**src/rtl/corelet_seq_if.sv**
```systemverilog
// Handshake and bus bundle between the host/corelet environment and the layer sequencer.
// master drives the request, config and OFIFO status; slave is the sequencer.
interface corelet_seq_if #(
  parameter int XADDR_BW = 11,
  parameter int PADDR_BW = 11
);
  logic                start;
  logic                cfg_mode;
  logic [3:0]          cfg_npass;
  logic [6:0]          cfg_nact;
  logic                ofifo_valid;
  logic [34:0]         inst;
  logic                xmem_rd;
  logic [XADDR_BW-1:0] xmem_addr;
  logic                pmem_wr;
  logic [PADDR_BW-1:0] pmem_addr;
  logic                busy;
  logic                done;
  logic                err;

  modport master (
    output start, cfg_mode, cfg_npass, cfg_nact, ofifo_valid,
    input  inst, xmem_rd, xmem_addr, pmem_wr, pmem_addr, busy, done, err
  );

  modport slave (
    input  start, cfg_mode, cfg_npass, cfg_nact, ofifo_valid,
    output inst, xmem_rd, xmem_addr, pmem_wr, pmem_addr, busy, done, err
  );
endinterface

```
**src/rtl/corelet_seq.sv**
```systemverilog
// Layer-op sequencer: per pass runs weight fill, kernel load, flush, activation fill, execute, OFIFO drain.
// Every output is registered from the current state/counters; DRAIN stalls indefinitely on ofifo_valid.
module corelet_seq #(
  parameter int ROW      = 8,
  parameter int COL      = 8,
  parameter int L0_DEPTH = 64,
  parameter int XADDR_BW = 11,
  parameter int PADDR_BW = 11,
  parameter int W_BASE   = 0,
  parameter int A_BASE   = 1024,
  parameter int P_BASE   = 0
) (
  input logic          clk,
  input logic          reset,
  corelet_seq_if.slave bus
);
  localparam logic [2:0] S_IDLE   = 3'd0;
  localparam logic [2:0] S_WFILL  = 3'd1;
  localparam logic [2:0] S_WLOAD  = 3'd2;
  localparam logic [2:0] S_WFLUSH = 3'd3;
  localparam logic [2:0] S_AFILL  = 3'd4;
  localparam logic [2:0] S_EXEC   = 3'd5;
  localparam logic [2:0] S_DRAIN  = 3'd6;
  localparam logic [2:0] S_DONE   = 3'd7;
  localparam int         CNT_BW   = 8;

  logic [2:0]          state_q, state_d;
  logic [CNT_BW-1:0]   cnt_q, cnt_d;
  logic [3:0]          k_q, k_d, npass_q, npass_d;
  logic [6:0]          nact_q, nact_d;
  logic                mode_q, mode_d;
  logic [34:0]         inst_q, inst_d;
  logic                xrd_q, xrd_d;
  logic [XADDR_BW-1:0] xaddr_q, xaddr_d;
  logic                pwr_q, pwr_d;
  logic [PADDR_BW-1:0] paddr_q, paddr_d, pstage_q, pstage_d;
  logic                busy_q, busy_d, done_q, done_d, err_q, err_d;
  logic [CNT_BW-1:0]   nact_w;
  logic                cfg_bad;

  assign nact_w  = CNT_BW'(nact_q);
  assign cfg_bad = (bus.cfg_npass == 4'd0) || (bus.cfg_nact == 7'd0) ||
                   (CNT_BW'(bus.cfg_nact) > CNT_BW'(L0_DEPTH));

  always_comb begin
    state_d  = state_q;
    cnt_d    = cnt_q + 1'b1;
    k_d      = k_q;
    npass_d  = npass_q;
    nact_d   = nact_q;
    mode_d   = mode_q;
    inst_d   = '0;
    xrd_d    = 1'b0;
    xaddr_d  = '0;
    pstage_d = pstage_q;
    done_d   = 1'b0;
    err_d    = 1'b0;
    case (state_q)
      S_IDLE: begin
        cnt_d = '0;
        if (bus.start) begin
          if (cfg_bad) begin
            err_d = 1'b1;
          end else begin
            state_d = S_WFILL;
            k_d     = '0;
            npass_d = bus.cfg_npass;
            nact_d  = bus.cfg_nact;
            mode_d  = bus.cfg_mode;
          end
        end
      end
      // L0 write trails the xmem read by one cycle, hence the extra fill cycle.
      S_WFILL: begin
        inst_d[2] = (cnt_q != '0);
        if (cnt_q < CNT_BW'(COL)) begin
          xrd_d   = 1'b1;
          xaddr_d = XADDR_BW'(W_BASE) + XADDR_BW'(k_q) * XADDR_BW'(COL) + XADDR_BW'(cnt_q);
        end else begin
          state_d = S_WLOAD;
          cnt_d   = '0;
        end
      end
      S_WLOAD: begin
        inst_d[3] = 1'b1;
        inst_d[0] = 1'b1;
        if (cnt_q == CNT_BW'(COL - 1)) begin
          state_d = S_WFLUSH;
          cnt_d   = '0;
        end
      end
      S_WFLUSH: begin
        if (cnt_q == CNT_BW'(ROW + COL - 1)) begin
          state_d = S_AFILL;
          cnt_d   = '0;
        end
      end
      S_AFILL: begin
        inst_d[2] = (cnt_q != '0);
        if (cnt_q < nact_w) begin
          xrd_d   = 1'b1;
          xaddr_d = XADDR_BW'(A_BASE) + XADDR_BW'(cnt_q);
        end else begin
          state_d = S_EXEC;
          cnt_d   = '0;
        end
      end
      S_EXEC: begin
        inst_d[3] = 1'b1;
        inst_d[1] = 1'b1;
        if (cnt_q == nact_w - 1'b1) begin
          state_d = S_EXEC + 3'd1;
          cnt_d   = '0;
        end
      end
      // Leave only once the last ofifo_rd has turned into its pmem write.
      S_DRAIN: begin
        cnt_d = cnt_q;
        if (cnt_q == nact_w) begin
          cnt_d = '0;
          if (k_q + 4'd1 == npass_q) begin
            state_d = S_DONE;
          end else begin
            k_d     = k_q + 4'd1;
            state_d = S_WFILL;
          end
        end else if (bus.ofifo_valid) begin
          inst_d[6] = 1'b1;
          pstage_d  = PADDR_BW'(P_BASE) + PADDR_BW'(k_q) * PADDR_BW'(nact_q) + PADDR_BW'(cnt_q);
          cnt_d     = cnt_q + 1'b1;
        end
      end
      S_DONE: begin
        done_d  = 1'b1;
        state_d = S_IDLE;
        cnt_d   = '0;
      end
      default: begin
        state_d = S_IDLE;
        cnt_d   = '0;
      end
    endcase
    busy_d     = (state_q != S_IDLE) || (state_d != S_IDLE);
    inst_d[34] = busy_d & mode_d;
    pwr_d      = inst_q[6];
    paddr_d    = inst_q[6] ? pstage_q : '0;
  end

  always_ff @(posedge clk or negedge reset) begin
    if (!reset) begin
      state_q  <= S_IDLE;
      cnt_q    <= '0;
      k_q      <= '0;
      npass_q  <= '0;
      nact_q   <= '0;
      mode_q   <= 1'b0;
      inst_q   <= '0;
      xrd_q    <= 1'b0;
      xaddr_q  <= '0;
      pwr_q    <= 1'b0;
      paddr_q  <= '0;
      pstage_q <= '0;
      busy_q   <= 1'b0;
      done_q   <= 1'b0;
      err_q    <= 1'b0;
    end else begin
      state_q  <= state_d;
      cnt_q    <= cnt_d;
      k_q      <= k_d;
      npass_q  <= npass_d;
      nact_q   <= nact_d;
      mode_q   <= mode_d;
      inst_q   <= inst_d;
      xrd_q    <= xrd_d;
      xaddr_q  <= xaddr_d;
      pwr_q    <= pwr_d;
      paddr_q  <= paddr_d;
      pstage_q <= pstage_d;
      busy_q   <= busy_d;
      done_q   <= done_d;
      err_q    <= err_d;
    end
  end

  assign bus.inst      = inst_q;
  assign bus.xmem_rd   = xrd_q;
  assign bus.xmem_addr = xaddr_q;
  assign bus.pmem_wr   = pwr_q;
  assign bus.pmem_addr = paddr_q;
  assign bus.busy      = busy_q;
  assign bus.done      = done_q;
  assign bus.err       = err_q;
endmodule

```
**src/flat_wrapper.sv**
```systemverilog
// flat-port wrapper written by rule: the top's interface ports become plain ports
module corelet_seq_flat 
#(
  parameter int ROW      = 8,
  parameter int COL      = 8,
  parameter int L0_DEPTH = 64,
  parameter int XADDR_BW = 11,
  parameter int PADDR_BW = 11,
  parameter int W_BASE   = 0,
  parameter int A_BASE   = 1024,
  parameter int P_BASE   = 0
)
  (clk, reset, bus_start, bus_cfg_mode, bus_cfg_npass, bus_cfg_nact, bus_ofifo_valid, bus_inst, bus_xmem_rd, bus_xmem_addr, bus_pmem_wr, bus_pmem_addr, bus_busy, bus_done, bus_err);
  corelet_seq_if #(.XADDR_BW(XADDR_BW), .PADDR_BW(PADDR_BW)) bus_i ();
  input logic clk;
  input logic reset;
  input wire logic [$bits(bus_i.start)-1:0] bus_start;
  input wire logic [$bits(bus_i.cfg_mode)-1:0] bus_cfg_mode;
  input wire logic [$bits(bus_i.cfg_npass)-1:0] bus_cfg_npass;
  input wire logic [$bits(bus_i.cfg_nact)-1:0] bus_cfg_nact;
  input wire logic [$bits(bus_i.ofifo_valid)-1:0] bus_ofifo_valid;
  output wire logic [$bits(bus_i.inst)-1:0] bus_inst;
  output wire logic [$bits(bus_i.xmem_rd)-1:0] bus_xmem_rd;
  output wire logic [$bits(bus_i.xmem_addr)-1:0] bus_xmem_addr;
  output wire logic [$bits(bus_i.pmem_wr)-1:0] bus_pmem_wr;
  output wire logic [$bits(bus_i.pmem_addr)-1:0] bus_pmem_addr;
  output wire logic [$bits(bus_i.busy)-1:0] bus_busy;
  output wire logic [$bits(bus_i.done)-1:0] bus_done;
  output wire logic [$bits(bus_i.err)-1:0] bus_err;
  assign bus_i.start = bus_start;
  assign bus_i.cfg_mode = bus_cfg_mode;
  assign bus_i.cfg_npass = bus_cfg_npass;
  assign bus_i.cfg_nact = bus_cfg_nact;
  assign bus_i.ofifo_valid = bus_ofifo_valid;
  assign bus_inst = bus_i.inst;
  assign bus_xmem_rd = bus_i.xmem_rd;
  assign bus_xmem_addr = bus_i.xmem_addr;
  assign bus_pmem_wr = bus_i.pmem_wr;
  assign bus_pmem_addr = bus_i.pmem_addr;
  assign bus_busy = bus_i.busy;
  assign bus_done = bus_i.done;
  assign bus_err = bus_i.err;
  corelet_seq #(.ROW(ROW), .COL(COL), .L0_DEPTH(L0_DEPTH), .XADDR_BW(XADDR_BW), .PADDR_BW(PADDR_BW), .W_BASE(W_BASE), .A_BASE(A_BASE), .P_BASE(P_BASE)) u_core (.clk(clk), .reset(reset), .bus(bus_i));
endmodule
```
**config.mk**
```make
export PLATFORM = sky130hd
export DESIGN_NAME = corelet_seq_flat
export DESIGN_NICKNAME = d
export VERILOG_FILES = /design/src/rtl/corelet_seq_if.sv /design/src/rtl/corelet_seq.sv /design/src/flat_wrapper.sv
export SDC_FILE = /design/constraint.sdc
export NUM_CORES = 1
export LEC_CHECK = 0
export BUFFER_PORTS_ARGS = -buffer_cell sky130_fd_sc_hd__buf_2
export CAP_MARGIN = 30
export CORE_UTILIZATION = 55
export CTS_BUF_LIST = sky130_fd_sc_hd__clkbuf_4 sky130_fd_sc_hd__clkbuf_8
export DETAILED_ROUTE_END_ITERATION = 7
export GPL_ROUTABILITY_DRIVEN = 0
export HOLD_SLACK_MARGIN = 0.08
export PLACE_DENSITY = 0.83
export SLEW_MARGIN = 20
export SYNTH_ARGS = -nofsm -noshare
export SYNTH_HDL_FRONTEND = slang
export SYNTH_SLANG_ARGS = --single-unit
```
**constraint.sdc**
```tcl
create_clock -name clk -period 4.5 [get_ports clk]
set_input_delay 0.225 -clock clk [delete_from_list [all_inputs] [get_ports clk]]
set_output_delay 0.225 -clock clk [all_outputs]
set_load 0.01 [all_outputs]
```
# Yosys cells after proc, flatten, opt, wreduce, memory -nomap -nowiden
# Cells that the tools add are included.
classes:
  addsub: 6
  n_mul: 1
  magnitude_cmp: 3
  eq_ne: 17
  muxes: 44
  n_bitwise: 3
  reduce_logical: 16
op_table:
  columns: ["operator", "count"]
  rows:
  - ["$mux W8", 7]
  - ["$pmux W8 S7", 1]
  - ["$mux W11", 3]
  - ["$mux W3", 9]
  - ["$pmux W3 S8", 1]
  - ["$pmux W11 S2", 1]
  - ["$mux W1", 16]
  - ["$mux W4", 4]
  - ["$eq A3 B3 Y1 const B", 4]
  - ["$add A11 B8 Y11", 1]
  - ["$add A11 B8 Y11 const A", 1]
  - ["$mul A4 B7 Y11", 1]
  - ["$add A7 B8 Y9", 1]
  - ["$add A8 B1 Y8 const B", 1]
  - ["$eq A8 B3 Y1 const B", 1]
  - ["$eq A8 B4 Y1 const B", 1]
  - ["$eq A8 B7 Y1", 1]
  - ["$eq A8 B8 Y1", 1]
  - ["$lt A8 B4 Y1 const B", 1]
  - ["$lt A8 B7 Y1", 1]
  - ["$pmux W4 S2", 1]
  - ["$reduce_bool A8 Y1", 1]
  - ["$sub A7 B1 Y8 const B", 1]
  - ["$gt A7 B7 Y1 const B", 1]
  - ["other kinds (19)", 29]
totals:
  reg_bits: 71
  in_bits: 16
  out_inout_bits: 62

# Logic depth before layout (Yosys ltp)
# Gate-level depths: netlist of run 1.
logic_depth:
  word_depth: 9
  ltp_mapped: 15
  depth_no_buf: 14

# Worst setup path before layout of run 1
# Ideal clock, no wire load.
synth_timing:
  path_type: "reg-to-reg"
  start: "reg u_core.k_q[2]"
  end: "reg u_core.pstage_q[8]"
  setup_time_ns: 0.095
  arrival_ns: 3.604
  setup_slack_ns: 0.801
  stages_incl_launch_ff: 15
  n_path_buf: 1
  cell_sequence: "dfrtp_1 > clkbuf_1 > and2_1 > fa_1 > fa_1 > inv_1 > fa_1 > inv_1 > ha_1 > nand2_1 > o21ai_0 > o31a_1 > o21a_1 > o21a_1 > o31ai_1"
synth_between:
  elab_chain_cells: 2
synth_lines:
  columns: ["element", "line", "source"]
  rows:
  - ["start: declaration", "corelet_seq.sv:29", "logic [3:0] k_q, k_d, npass_q, npass_d;"]
  - ["start signal: assignment", "corelet_seq.sv:169", "k_q <= k_d;"]
  - ["$mul A4 B7 Y11", "corelet_seq.sv:129", "pstage_d = PADDR_BW'(P_BASE) + PADDR_BW'(k_q) * PADDR_BW'(nact_q) + PADDR_BW'(cnt_q);"]
  - ["$add A11 B8 Y11", "corelet_seq.sv:129", null]
  - ["end signal: assignment", "corelet_seq.sv:178", "pstage_q <= pstage_d;"]
  - ["end: declaration", "corelet_seq.sv:36", "logic [PADDR_BW-1:0] paddr_q, paddr_d, pstage_q, pstage_d;"]
# No other way between the ends.
# A chain may end at the register's enable or synchronous reset.

# Worst setup path after layout of run 1
layout_timing:
  start: "reg u_core.nact_q[3]"
  end: "reg u_core.pstage_q[8]"
layout_between:
  elab_chain_cells: 3
  elab_cells_between_ends: 5
  classes_between: "add/sub: 1; mul: 1; eq/ne: 1; bitwise: 1; reduce/logical: 1"
layout_lines:
  columns: ["element", "line", "source"]
  rows:
  - ["start: declaration", "corelet_seq.sv:30", "logic [6:0] nact_q, nact_d;"]
  - ["start signal: assignment", "corelet_seq.sv:171", "nact_q <= nact_d;"]
  - ["parallel branches: the longest is 3 deep, another holds $mul A4 B7 Y11", null, null]
# Several ways; the timed one is not identified.

==> results of run 1 <==
## per-stage QoR
stage                     cell area, um2  power [W]
after floorplan                     4830   0.000865
after global placement              4920   0.000902
after detailed placement            4920   0.000914
after CTS                           5140    0.00148
after global routing                5170    0.00154
final                               5170    0.00147
## how the worst max path moves through the flow
stage,start,end,slack (ps),depth (start not counted)
finish,u_core.nact_q[3],u_core.pstage_q[8],510,14
CTS,u_core.nact_q[3],u_core.pstage_q[8],510,14
detailed placement,u_core.nact_q[3],u_core.pstage_q[8],600,14
global placement,u_core.k_q[3],u_core.pstage_q[9],760,12
floorplan,u_core.k_q[2],u_core.pstage_q[8],800,14
global route,u_core.k_q[1],u_core.pstage_q[10],230,14
## per-layer routing
| layer | up-vias | global-route usage | wire length (um) |
|---|---|---|---|
| li1 | 1678 | - | - |
| met1 | 1678 | 0.318 | 4070 |
| met2 | 156 | 0.359 | 4460 |
| met3 | 35 | 0.0451 | 627 |
| met4 | 0 | 0.0934 | 290 |
| met5 | - | 0 | 0 |
## cell usage after synthesis, types with 2 or more instances
cell type / count
nor4b_1: 2
xnor2_1: 18
nand2_1: 53
o21ai_0: 22
xor2_1: 8
a211o_1: 2
buf_4: 31
nor4_1: 7
a31oi_1: 2
or2_2: 2
o21a_1: 4
clkbuf_1: 13
mux2_2: 5
fa_1: 18
nand3b_1: 2
ha_1: 33
dfrtp_1: 70
a21o_1: 7
o31a_1: 2
and3_1: 2
o31ai_1: 6
nor3b_1: 5
nor2_1: 27
nand2b_1: 4
nand3_1: 6
nor2b_1: 5
o211ai_1: 2
or3_1: 2
a41oi_1: 2
a21oi_1: 11
nor3_1: 11
and2_1: 29
inv_1: 52
o21bai_1: 2
## report_power, final
| group | total (W) | internal (W) | switching, W |
|---|---|---|---|
| clock network | 0.000566 | 0.000313 | 0.000254 |
| registers | 0.000698 | 0.000657 | 0.0000409 |
| logic | 0.000210 | 0.0000844 | 0.000125 |
## final cells by class
class | instances | area (um2)
clock inverter | 7 | 96.3
fill | 679 | 3090
sequential | 70 | 1750
inverter | 52 | 195
clock buffer | 9 | 124
multi-input combinational | 356 | 2590
tap | 105 | 131
timing repair buffer | 51 | 280
## tightest hold or removal path, stage by stage
cell and delay [ps]:
buf_2 90, nand2_1 40, o21ai_0 60
## flip-flops by register name (all words and copies together), names as in the netlist
signal and count:
u_core.bus.pmem_wr 1, u_core.bus.pmem_addr 11, u_core.mode_q 1, u_core.bus.inst 6, u_core.nact_q 7, u_core.bus.xmem_addr 10
u_core.bus.busy 1, u_core.npass_q 4, u_core.pstage_q 11, u_core.bus.xmem_rd 1, u_core.bus.done 1, u_core.cnt_q 8
u_core.bus.err 1, u_core.k_q 4, u_core.state_q 3
## logic make-up after synthesis
logic type	count (synthesis)
buf+inv	97
other cells	1
fa+ha+maj	51
xor+xnor	26
compound gates	77
flops	70
mux	6
simple gates	165
## timing repair
| item | CTS | global route |
|---|---|---|
| hold buffers | 0 | 1 |
| setup endpoints to repair | 0 | 0 |
| endpoints found under the hold margin | 0 | 31 |
==> metrics.md, run 1 <==
| Metric | Value |
|---|---|
| Clock Pin Slew Worst Setup and Hold Paths | around 80 ps |
| Full die area | slightly below 9000 um2 |
| Crit path kind | flip-flop to flip-flop |
| Vias per inst | 5.46 |
| Critical-path cell list | inv_1, nor2_1, fa_1, fa_1, inv_1, fa_1, inv_1, ha_1, nand2_1, o21ai_0, o31a_1, o21a_1, o21a_1, o31ai_1 |
| DRT iter0 DRCs | ~270 |
| Fraction of synthesis flops using an asynchronous set or reset pin | 1.00 |
| Area contributors post-synth | dfrtp_1, ha_1, fa_1, buf_4, nand2_1 |
| CTS resizes | 0 |
| Critical R2R Launch | u_core.nact_q[3] |
| Maximum root-to-sink buffer count | 2 |
| Final #Nets | between 600 and 700 |
| Slowest-stage cell, CP | dfrtp_1 |
| Yosys warning count | 0 |
| Number of routed nets with antenna violations | 0 |
| Clk sink count | 70 |
| Crit path max fanout | 9 |
| Cts bufs inserted | 9 |
| RSZ-0062 raised after global routing | false |
| Final WS setup | 508 ps |
| Post-Synth Adder-Cell Area | 0.164 |
| Non-Filler Instances | 650 |
| WP data arrival | between 4000 and 5000 ps |
| Row count | 33 |
| Overall routing resource usage | 0.231 |
| CP startpoint kind | flip-flop |
| Slew @ Worst Pin | approximately 720 ps |
| Max_cap viols | 0 |
| Unique masters post-synth | 60 |
| Compound-cell area share of the yosys netlist | 0.117 |
| Worst r2r path cells | 14 |
| Cell Pwr Density | roughly 290 nW/um2 |
| Area fraction of the dominant cell type after synthesis | 0.372 |
| Post-Syn Instances | 493 |
| EDFF count, synth | 0 |
| First-pass DRT Iterations | 5 |
| Seq/Total Area, Yosys | 0.372 |
| Max Slew Vio Count | 0 |
| Lkg Pwr | ~2.7 nW |
| Slew headroom | 0.517 |
| HPWL after DPL | approximately 7000 um |
| Vias in the first global route | 3336 |
| Grt ovf | 0 |
| Worst EP required | between 4000 and 5000 ps |
| Core area | 8260 um2 |
| Share of post-route cells with drive strength above 1 | 0.154 |
| Chip height | 94.6 um |
| Main synth FF type | dfrtp_1 |
| Commonest non-fill, non-tap cell in the layout | dfrtp_1 |
| Setup Slack @ Placement | 605 ps |
| Final Critical Period | between 3000 and 4000 ps |
| Synthesized area per cell | 9.56 um2 |
| HP Start | bus_cfg_nact[0] |
| Setup-failing EPs final | 0 |
| CTS H-tree depth | 3 |
| Port Buffer Count | 47 |
| Number of synthesized register bits | 70 |
| Worst Hold Endpoint | u_core.nact_q[0] |
| DIE WIDTH | 94.6 um |
| Finished Core Util | 0.626 |
| Worst IR Drop VDD | around 0.17 mV |
| Initial core utilization | 0.571 |
| Critical R2R Capture | u_core.pstage_q[8] |
| Vias | 3547 |
| Mapped Area | 4710 um2 |
| Crit. End Element | flip-flop |
| Final setup TNS | 0 ps |
| Post-synthesis mux area share | 0.0141 |
| Final hold violation count | 0 |
| Hold depth | 3 |
| Largest net degree at the start of global routing | between 70 and 80 |
| Antenna violations before repair | 0 |
| Cell taking the most area after synthesis | dfrtp_1 |
| Diodes inserted | 0 |
| Worst Hold Class | input port to flip-flop |
| Outcome | finished, final reports clean |
| First-pass GRT wire length | between 15000 and 20000 um |
| Worst-Skew Late Latency | between 300 and 400 ps |
| Root Driver | clkbuf_8 |
| Critical path's largest stage delay | approximately 540 ps |
| Largest family of logic cells by synthesized area | simple AND/OR/NAND/NOR gates |
| Final hold slack | roughly 97 ps |
| CP top delay family | adder cells |
| Wire per inst | between 10 and 15 um |
| Post-CTS setup buffer count | 0 |
| XOR/XNOR share of the synthesized area | 0.0483 |
| Post-Synth Simple-Gate Area | 0.183 |
| Most frequent cells in the layout | dfrtp_1, nand2_1, inv_1, buf_2, ha_1 |
| Top Ports | 78 |
| Placed Cells | approximately 630 |
| Area growth from synthesis to layout | 9.71% |
| Detailed-route DRC error count | 0 |
| Final worst-path cycle share | 0.887 |
| F_max | between 200 and 300 MHz |
| Reg2reg setup slack | approximately 510 ps |
| Fin Clk Skew | 15.7 ps |
| Crit path buffers/inverters | 3 |
| TritonCTS clock tree | yes |
| Final WL | 9440 um |
Note: power is estimated with default switching activity, not from simulation.
==> inputs of run 2 (changes only) <==
--- a/config.mk
+++ b/config.mk
@@ -7,12 +7,12 @@
 export LEC_CHECK = 0
 export BUFFER_PORTS_ARGS = -buffer_cell sky130_fd_sc_hd__buf_2
 export CAP_MARGIN = 30
-export CORE_UTILIZATION = 55
+export CORE_UTILIZATION = 30
 export CTS_BUF_LIST = sky130_fd_sc_hd__clkbuf_4 sky130_fd_sc_hd__clkbuf_8
 export DETAILED_ROUTE_END_ITERATION = 7
 export GPL_ROUTABILITY_DRIVEN = 0
 export HOLD_SLACK_MARGIN = 0.08
-export PLACE_DENSITY = 0.83
+export PLACE_DENSITY = 0.53
 export SLEW_MARGIN = 20
 export SYNTH_ARGS = -nofsm -noshare
 export SYNTH_HDL_FRONTEND = slang
==> run 2 against run 1 <==
Via count decreased by 1.6%. Critical endpoint is now u_core.pstage_q[10]. Sequential share of layout area shrank 0.93 points. Sequential power hardly changed. Largest power group unchanged.
==> metrics.md, run 2 (synthesis results as in run 1) <==
| Metric | Value |
|---|---|
| Share of post-route cells with drive strength above 1 | 0.154 (-0.000282) |
| Crit. End Element | flip-flop |
| Fin Clk Skew | 8.52 ps (-7.17 ps) |
| Full die area | 16200 um2 (+81%) |
| Most frequent cells in the layout | dfrtp_1, nand2_1, inv_1, buf_2, ha_1 |
| Vias | 3490 (-1.6%) |
| Wire per inst | 13.3 um (-8.5%) |
| Slew @ Worst Pin | 745 ps (+21.9 ps) |
| HPWL after DPL | 7660 um (+10%) |
| Row count | 45 (+36%) |
| First-pass GRT wire length | 16500 um (+4.0%) |
| Cell Pwr Density | 273 nW/um2 (-4.2%) |
| Clock Pin Slew Worst Setup and Hold Paths | 70 ps (about the same) |
| Setup-failing EPs final | 0 (unchanged) |
| Cts bufs inserted | 9 (unchanged) |
| CP startpoint kind | flip-flop |
| Initial core utilization | 0.309 (-0.262) |
| CTS resizes | 0 (unchanged) |
| Port Buffer Count | 47 (unchanged) |
| Worst IR Drop VDD | 0.118 mV (-30%) |
| Final worst-path cycle share | 0.868 (-0.0187) |
| WP data arrival | 4180 ps (-50 ps) |
| Root Driver | clkbuf_8 |
| CTS H-tree depth | 3 (unchanged) |
| TritonCTS clock tree | yes |
| First-pass DRT Iterations | 5 (unchanged) |
| RSZ-0062 raised after global routing | false |
| Vias per inst | 4.61 (-16%) |
| Outcome | finished, final reports clean |
| Number of routed nets with antenna violations | 0 (unchanged) |
| Max Slew Vio Count | 0 (unchanged) |
| Final WL | 10100 um (+6.6%) |
| Diodes inserted | 0 (unchanged) |
| Chip height | 127 um (+35%) |
| Placed Cells | 738 (+17%) |
| Slew headroom | 0.502 (-0.0146) |
| Met2 wire len | 4370 um (-1.9%) |
| Area of the multi-input gates | 2590 um2 (unchanged) |
| Non-Filler Instances | 757 (+16%) |
| Grt ovf | 0 (unchanged) |
| Final setup TNS | 0 ps (unchanged) |
| DIE WIDTH | 127 um (+35%) |
| Commonest non-fill, non-tap cell in the layout | dfrtp_1 |
| Worst Hold Class | input port to flip-flop |
| Final Critical Period | 3910 ps (-84.2 ps) |
| Pwr Total | 0.00145 W (-1.4%) |
| Worst-Skew Late Latency | 360 ps (about the same) |
| Antenna violations before repair | 0 (unchanged) |
| Clk sink count | 70 (unchanged) |
| Detailed-route DRC error count | 0 (unchanged) |
| Area growth from synthesis to layout | 12.8% |
| Met3 WL | 521 um (-17%) |
| Worst EP required | 4770 ps (+30 ps) |
| Wl on met1 | 4950 um (+22%) |
| Largest net degree at the start of global routing | 71 (unchanged) |
| Crit path kind | flip-flop to flip-flop |
| Maximum root-to-sink buffer count | 2 (unchanged) |
| # fillers | 1567 (+130%) |
| Post-CTS setup buffer count | 0 (unchanged) |
| F_max | 256 MHz (+2.2%) |
| Overall routing resource usage | 0.133 (-0.0983) |
| Final hold violation count | 0 (unchanged) |
| Vias in the first global route | 3278 (-1.7%) |
| Core area | 15300 um2 (+85%) |
| Final #Nets | 608 (+0.16%) |
| Crit path max fanout | 9 (unchanged) |
| Sequential cell area | 1750 um2 (unchanged) |
| DRT iter0 DRCs | 224 (-18%) |
| Top Ports | 78 (unchanged) |
| Top Metal Used | met4 |
| Lkg Pwr | 2.69 nW (+0.53%) |
| Max_cap viols | 0 (unchanged) |
## run 2: layout make-up
class	count	share of cell area
multi-input combinational	356	0.488
sequential	70	0.329
timing repair buffer	52	0.0574
tap	211	0.0496
inverter	52	0.0367
clock buffer	13	0.0313
clock inverter	3	0.00800
## run 2: worst paths after layout
| check | from | end | cells after the start | slack [ps] |
|---|---|---|---|---|
| min reg2reg | u_core.pstage_q[1] | u_core.pstage_q[1] | 2 | 470 |
| max reg2reg | u_core.nact_q[3] | u_core.pstage_q[10] | 14 | 590 |
| min | bus_cfg_nact[5] | u_core.nact_q[5] | 3 | 110 |
| min in group asynchronous | reset | u_core.pstage_q[4] | 3 | 340 |
| max in group asynchronous | reset | u_core.npass_q[1] | 4 | 3640 |
| max | u_core.nact_q[3] | u_core.pstage_q[10] | 14 | 590 |
## run 2: routing by layer
layer  up-vias  track usage
li1       1682            -
met1      1677        0.184
met2       112        0.192
met3        19       0.0377
met4         0       0.0588
met5         -            0
## run 2: power breakdown
| group | switching, W | internal [W] | total [W] |
|---|---|---|---|
| combinational | 0.000126 | 0.0000865 | 0.000212 |
| clock | 0.000243 | 0.000298 | 0.000541 |
| sequential | 0.0000424 | 0.000657 | 0.000700 |
## run 2: through the flow
stage | util | setup WS (ps) | cell area [um2] | hold slack [ps]
2_1_floorplan | - | 801 | 4830 | -70.6
6_report | 0.349 | 592 | 5320 | 110
3_3_place_gp | 0.331 | 719 | 5050 | 458
3_5_place_dp | 0.332 | 599 | 5060 | 461
5_1_grt | 0.349 | 354 | 5320 | 89.1
4_1_cts | 0.346 | 587 | 5280 | 85.7
## run 2: worst max-delay path, cell delays in order (launching register included)
cell	delay (ps)
dfrtp_1	520
inv_1	140
nor2_1	180
fa_1	460
fa_1	540
inv_1	50
fa_1	490
inv_1	40
ha_1	320
nand2_1	60
o21ai_0	260
o31a_1	230
o211ai_1	130
and3_1	200
o31ai_1	180
## run 2: repair_timing
item                                   CTS  global route
setup endpoints to repair                0             0
hold buffers                             1             1
endpoints found under the hold margin    2            14
==> inputs of run 3 (changes only) <==
--- a/config.mk
+++ b/config.mk
@@ -7,6 +7,7 @@
 export LEC_CHECK = 0
 export BUFFER_PORTS_ARGS = -buffer_cell sky130_fd_sc_hd__buf_2
 export CAP_MARGIN = 30
+export CORE_ASPECT_RATIO = 0.9
 export CORE_UTILIZATION = 30
 export CTS_BUF_LIST = sky130_fd_sc_hd__clkbuf_4 sky130_fd_sc_hd__clkbuf_8
 export DETAILED_ROUTE_END_ITERATION = 7
==> run 3 against run 2 <==
Maximum frequency up 0.11%. Count of clock-buffer cells in the layout down 2. First-iteration DRC count up 8.9%. Cell area down 0.16%. Clock power up 8.1%. Largest cell class unchanged.
==> metrics.md, run 3 (synthesis results as in run 1) <==
| Metric | Value |
|---|---|
| Full die area | 16200 um2 (about the same) |
| HPWL after DPL | 7630 um (-0.50%) |
| Outcome | finished, final reports clean |
| Final #Nets | 609 (+0.16%) |
| Initial core utilization | 0.306 (-0.00259) |
| Critical R2R Capture | u_core.pstage_q[10] |
| TritonCTS clock tree | yes |
| First-pass GRT wire length | 16400 um (-0.55%) |
| Crit path kind | flip-flop to flip-flop |
| DIE WIDTH | 134 um (+5.3%) |
| Max Slew Vio Count | 0 (unchanged) |
| Worst Hold Endpoint | u_core.nact_q[1] |
| Final Critical Period | 3900 ps (-4.41 ps) |
| Max_cap viols | 0 (unchanged) |
| Lkg Pwr | 2.69 nW (about the same) |
| Wire per inst | 13.3 um (about the same) |
| Worst Hold Class | input port to flip-flop |
| Worst r2r path cells | 14 (unchanged) |
| F_max | 256 MHz (+0.11%) |
| Fin Clk Skew | 7.42 ps (-1.10 ps) |
| HP Start | bus_cfg_nact[1] |
| Cell Pwr Density | 281 nW/um2 (+3.0%) |
| Crit path max fanout | 7 (-2) |
| Clk sink count | 70 (unchanged) |
| Overall routing resource usage | 0.132 (-0.00127) |
| Vias per inst | 4.65 (+0.89%) |
| Diodes inserted | 0 (unchanged) |
| Final setup TNS | 0 ps (unchanged) |
| Setup-failing EPs final | 0 (unchanged) |
| Worst IR Drop VDD | 0.121 mV (+2.6%) |
| Largest net degree at the start of global routing | 44 (-38%) |
| WP data arrival | 4180 ps (about the same) |
| Slew headroom | 0.500 (-0.00171) |
| Cts bufs inserted | 9 (unchanged) |
| Vias | 3484 (-0.17%) |
| DRT iter0 DRCs | 244 (+8.9%) |
| Grt ovf | 0 (unchanged) |
| Chip height | 121 um (-5.1%) |
| Top Ports | 78 (unchanged) |
| # fillers | 1625 (+3.7%) |
| Area growth from synthesis to layout | 12.6% |
| Worst EP required | 4770 ps (about the same) |
| CP startpoint kind | flip-flop |
| Antenna violations before repair | 0 (unchanged) |
| Share of post-route cells with drive strength above 1 | 0.152 (-0.00211) |
| Pwr Total | 0.00149 W (+2.8%) |
| Row count | 43 (-4.4%) |
| Final WL | 9960 um (-0.99%) |
| Maximum root-to-sink buffer count | 2 (unchanged) |
| Final hold violation count | 0 (unchanged) |
| Reg2reg setup slack | 600 ps (about the same) |
| Final worst-path cycle share | 0.867 (-0.000980) |
| Core area | 15400 um2 (+0.84%) |
| Most frequent cells in the layout | dfrtp_1, nand2_1, inv_1, buf_2, ha_1 |
| Detailed-route DRC error count | 0 (unchanged) |
| RSZ-0062 raised after global routing | false |
| First-pass DRT Iterations | 5 (unchanged) |
| Root Driver | clkbuf_8 |
| Critical R2R Launch | u_core.k_q[1] |
| Commonest non-fill, non-tap cell in the layout | dfrtp_1 |
| Worst-Skew Late Latency | 370 ps (about the same) |
| Hold depth | 3 (unchanged) |
| CTS H-tree depth | 3 (unchanged) |
| Vias in the first global route | 3228 (-1.5%) |
| Clock Pin Slew Worst Setup and Hold Paths | 70 ps (about the same) |
| Number of routed nets with antenna violations | 0 (unchanged) |
| Crit. End Element | flip-flop |
| Port Buffer Count | 47 (unchanged) |
| Slew @ Worst Pin | 748 ps (+2.56 ps) |
==> run 3: cell type report <==
class                   count  area, um2  share of cell area
multi-input cells         356       2590               0.488
clock inverters             5       81.3              0.0153
well taps                 202        253              0.0476
repair buffers             53        290              0.0547
flip-flops and latches     70       1750               0.330
inverters                  52        195              0.0368
clock buffers              11        145              0.0273
==> run 3: repair_timing <==
item,CTS,global route
gates resized for setup,0,0
hold buffers,4,0
endpoints found under the hold margin,31,0
setup buffers,0,0
==> run 3: worst max-delay path by stage <==
stage	startpoint	endpoint	slack, ps	cells after the start
after floorplan	u_core.k_q[2]	u_core.pstage_q[8]	800	14
after global placement	u_core.k_q[3]	u_core.pstage_q[9]	710	12
after detailed placement	u_core.k_q[1]	u_core.pstage_q[10]	590	14
after CTS	u_core.k_q[1]	u_core.pstage_q[10]	580	14
after global routing	u_core.k_q[1]	u_core.pstage_q[10]	260	14
final	u_core.k_q[1]	u_core.pstage_q[10]	600	14
==> run 3: stage by stage <==
stage / util / std cells / instance area [um2] / hold slack, ps / setup WS [ps]
after floorplan: - / 523 / 4830 / -70.6 / 801
after global placement: 0.328 / 729 / 5040 / 294 / 707
after detailed placement: 0.328 / 729 / 5040 / 300 / 595
after CTS: 0.345 / 749 / 5310 / 91.2 / 575
after global routing: 0.345 / 749 / 5310 / 83.6 / 259
final: 0.345 / 749 / 5310 / 97.0 / 597
==> run 3: layer usage <==
layer	part of all wire	GRT usage	wire, um
met2	0.44	0.192	4420
met4	0.022	0.0702	224
met3	0.059	0.0326	588
met1	0.48	0.179	4730
met5	0	0	0
==> run 3: where the power goes <==
part / switching, W / internal (W)
sequential: 0.0000423 / 0.000657
clock: 0.000250 / 0.000334
combinational: 0.000126 / 0.0000838
total: 0.000419 / 0.00108
==> run 3: critical path, stage by stage, from the launching register on <==
cell and delay [ps]:
dfrtp_1 480, inv_1 180, nor2_1 160, fa_1 460
fa_1 540, inv_1 50, fa_1 500, inv_1 40
ha_1 320, nand2_1 60, o21ai_0 280, o31a_1 220
o211ai_1 120, and3_1 190, o31ai_1 190
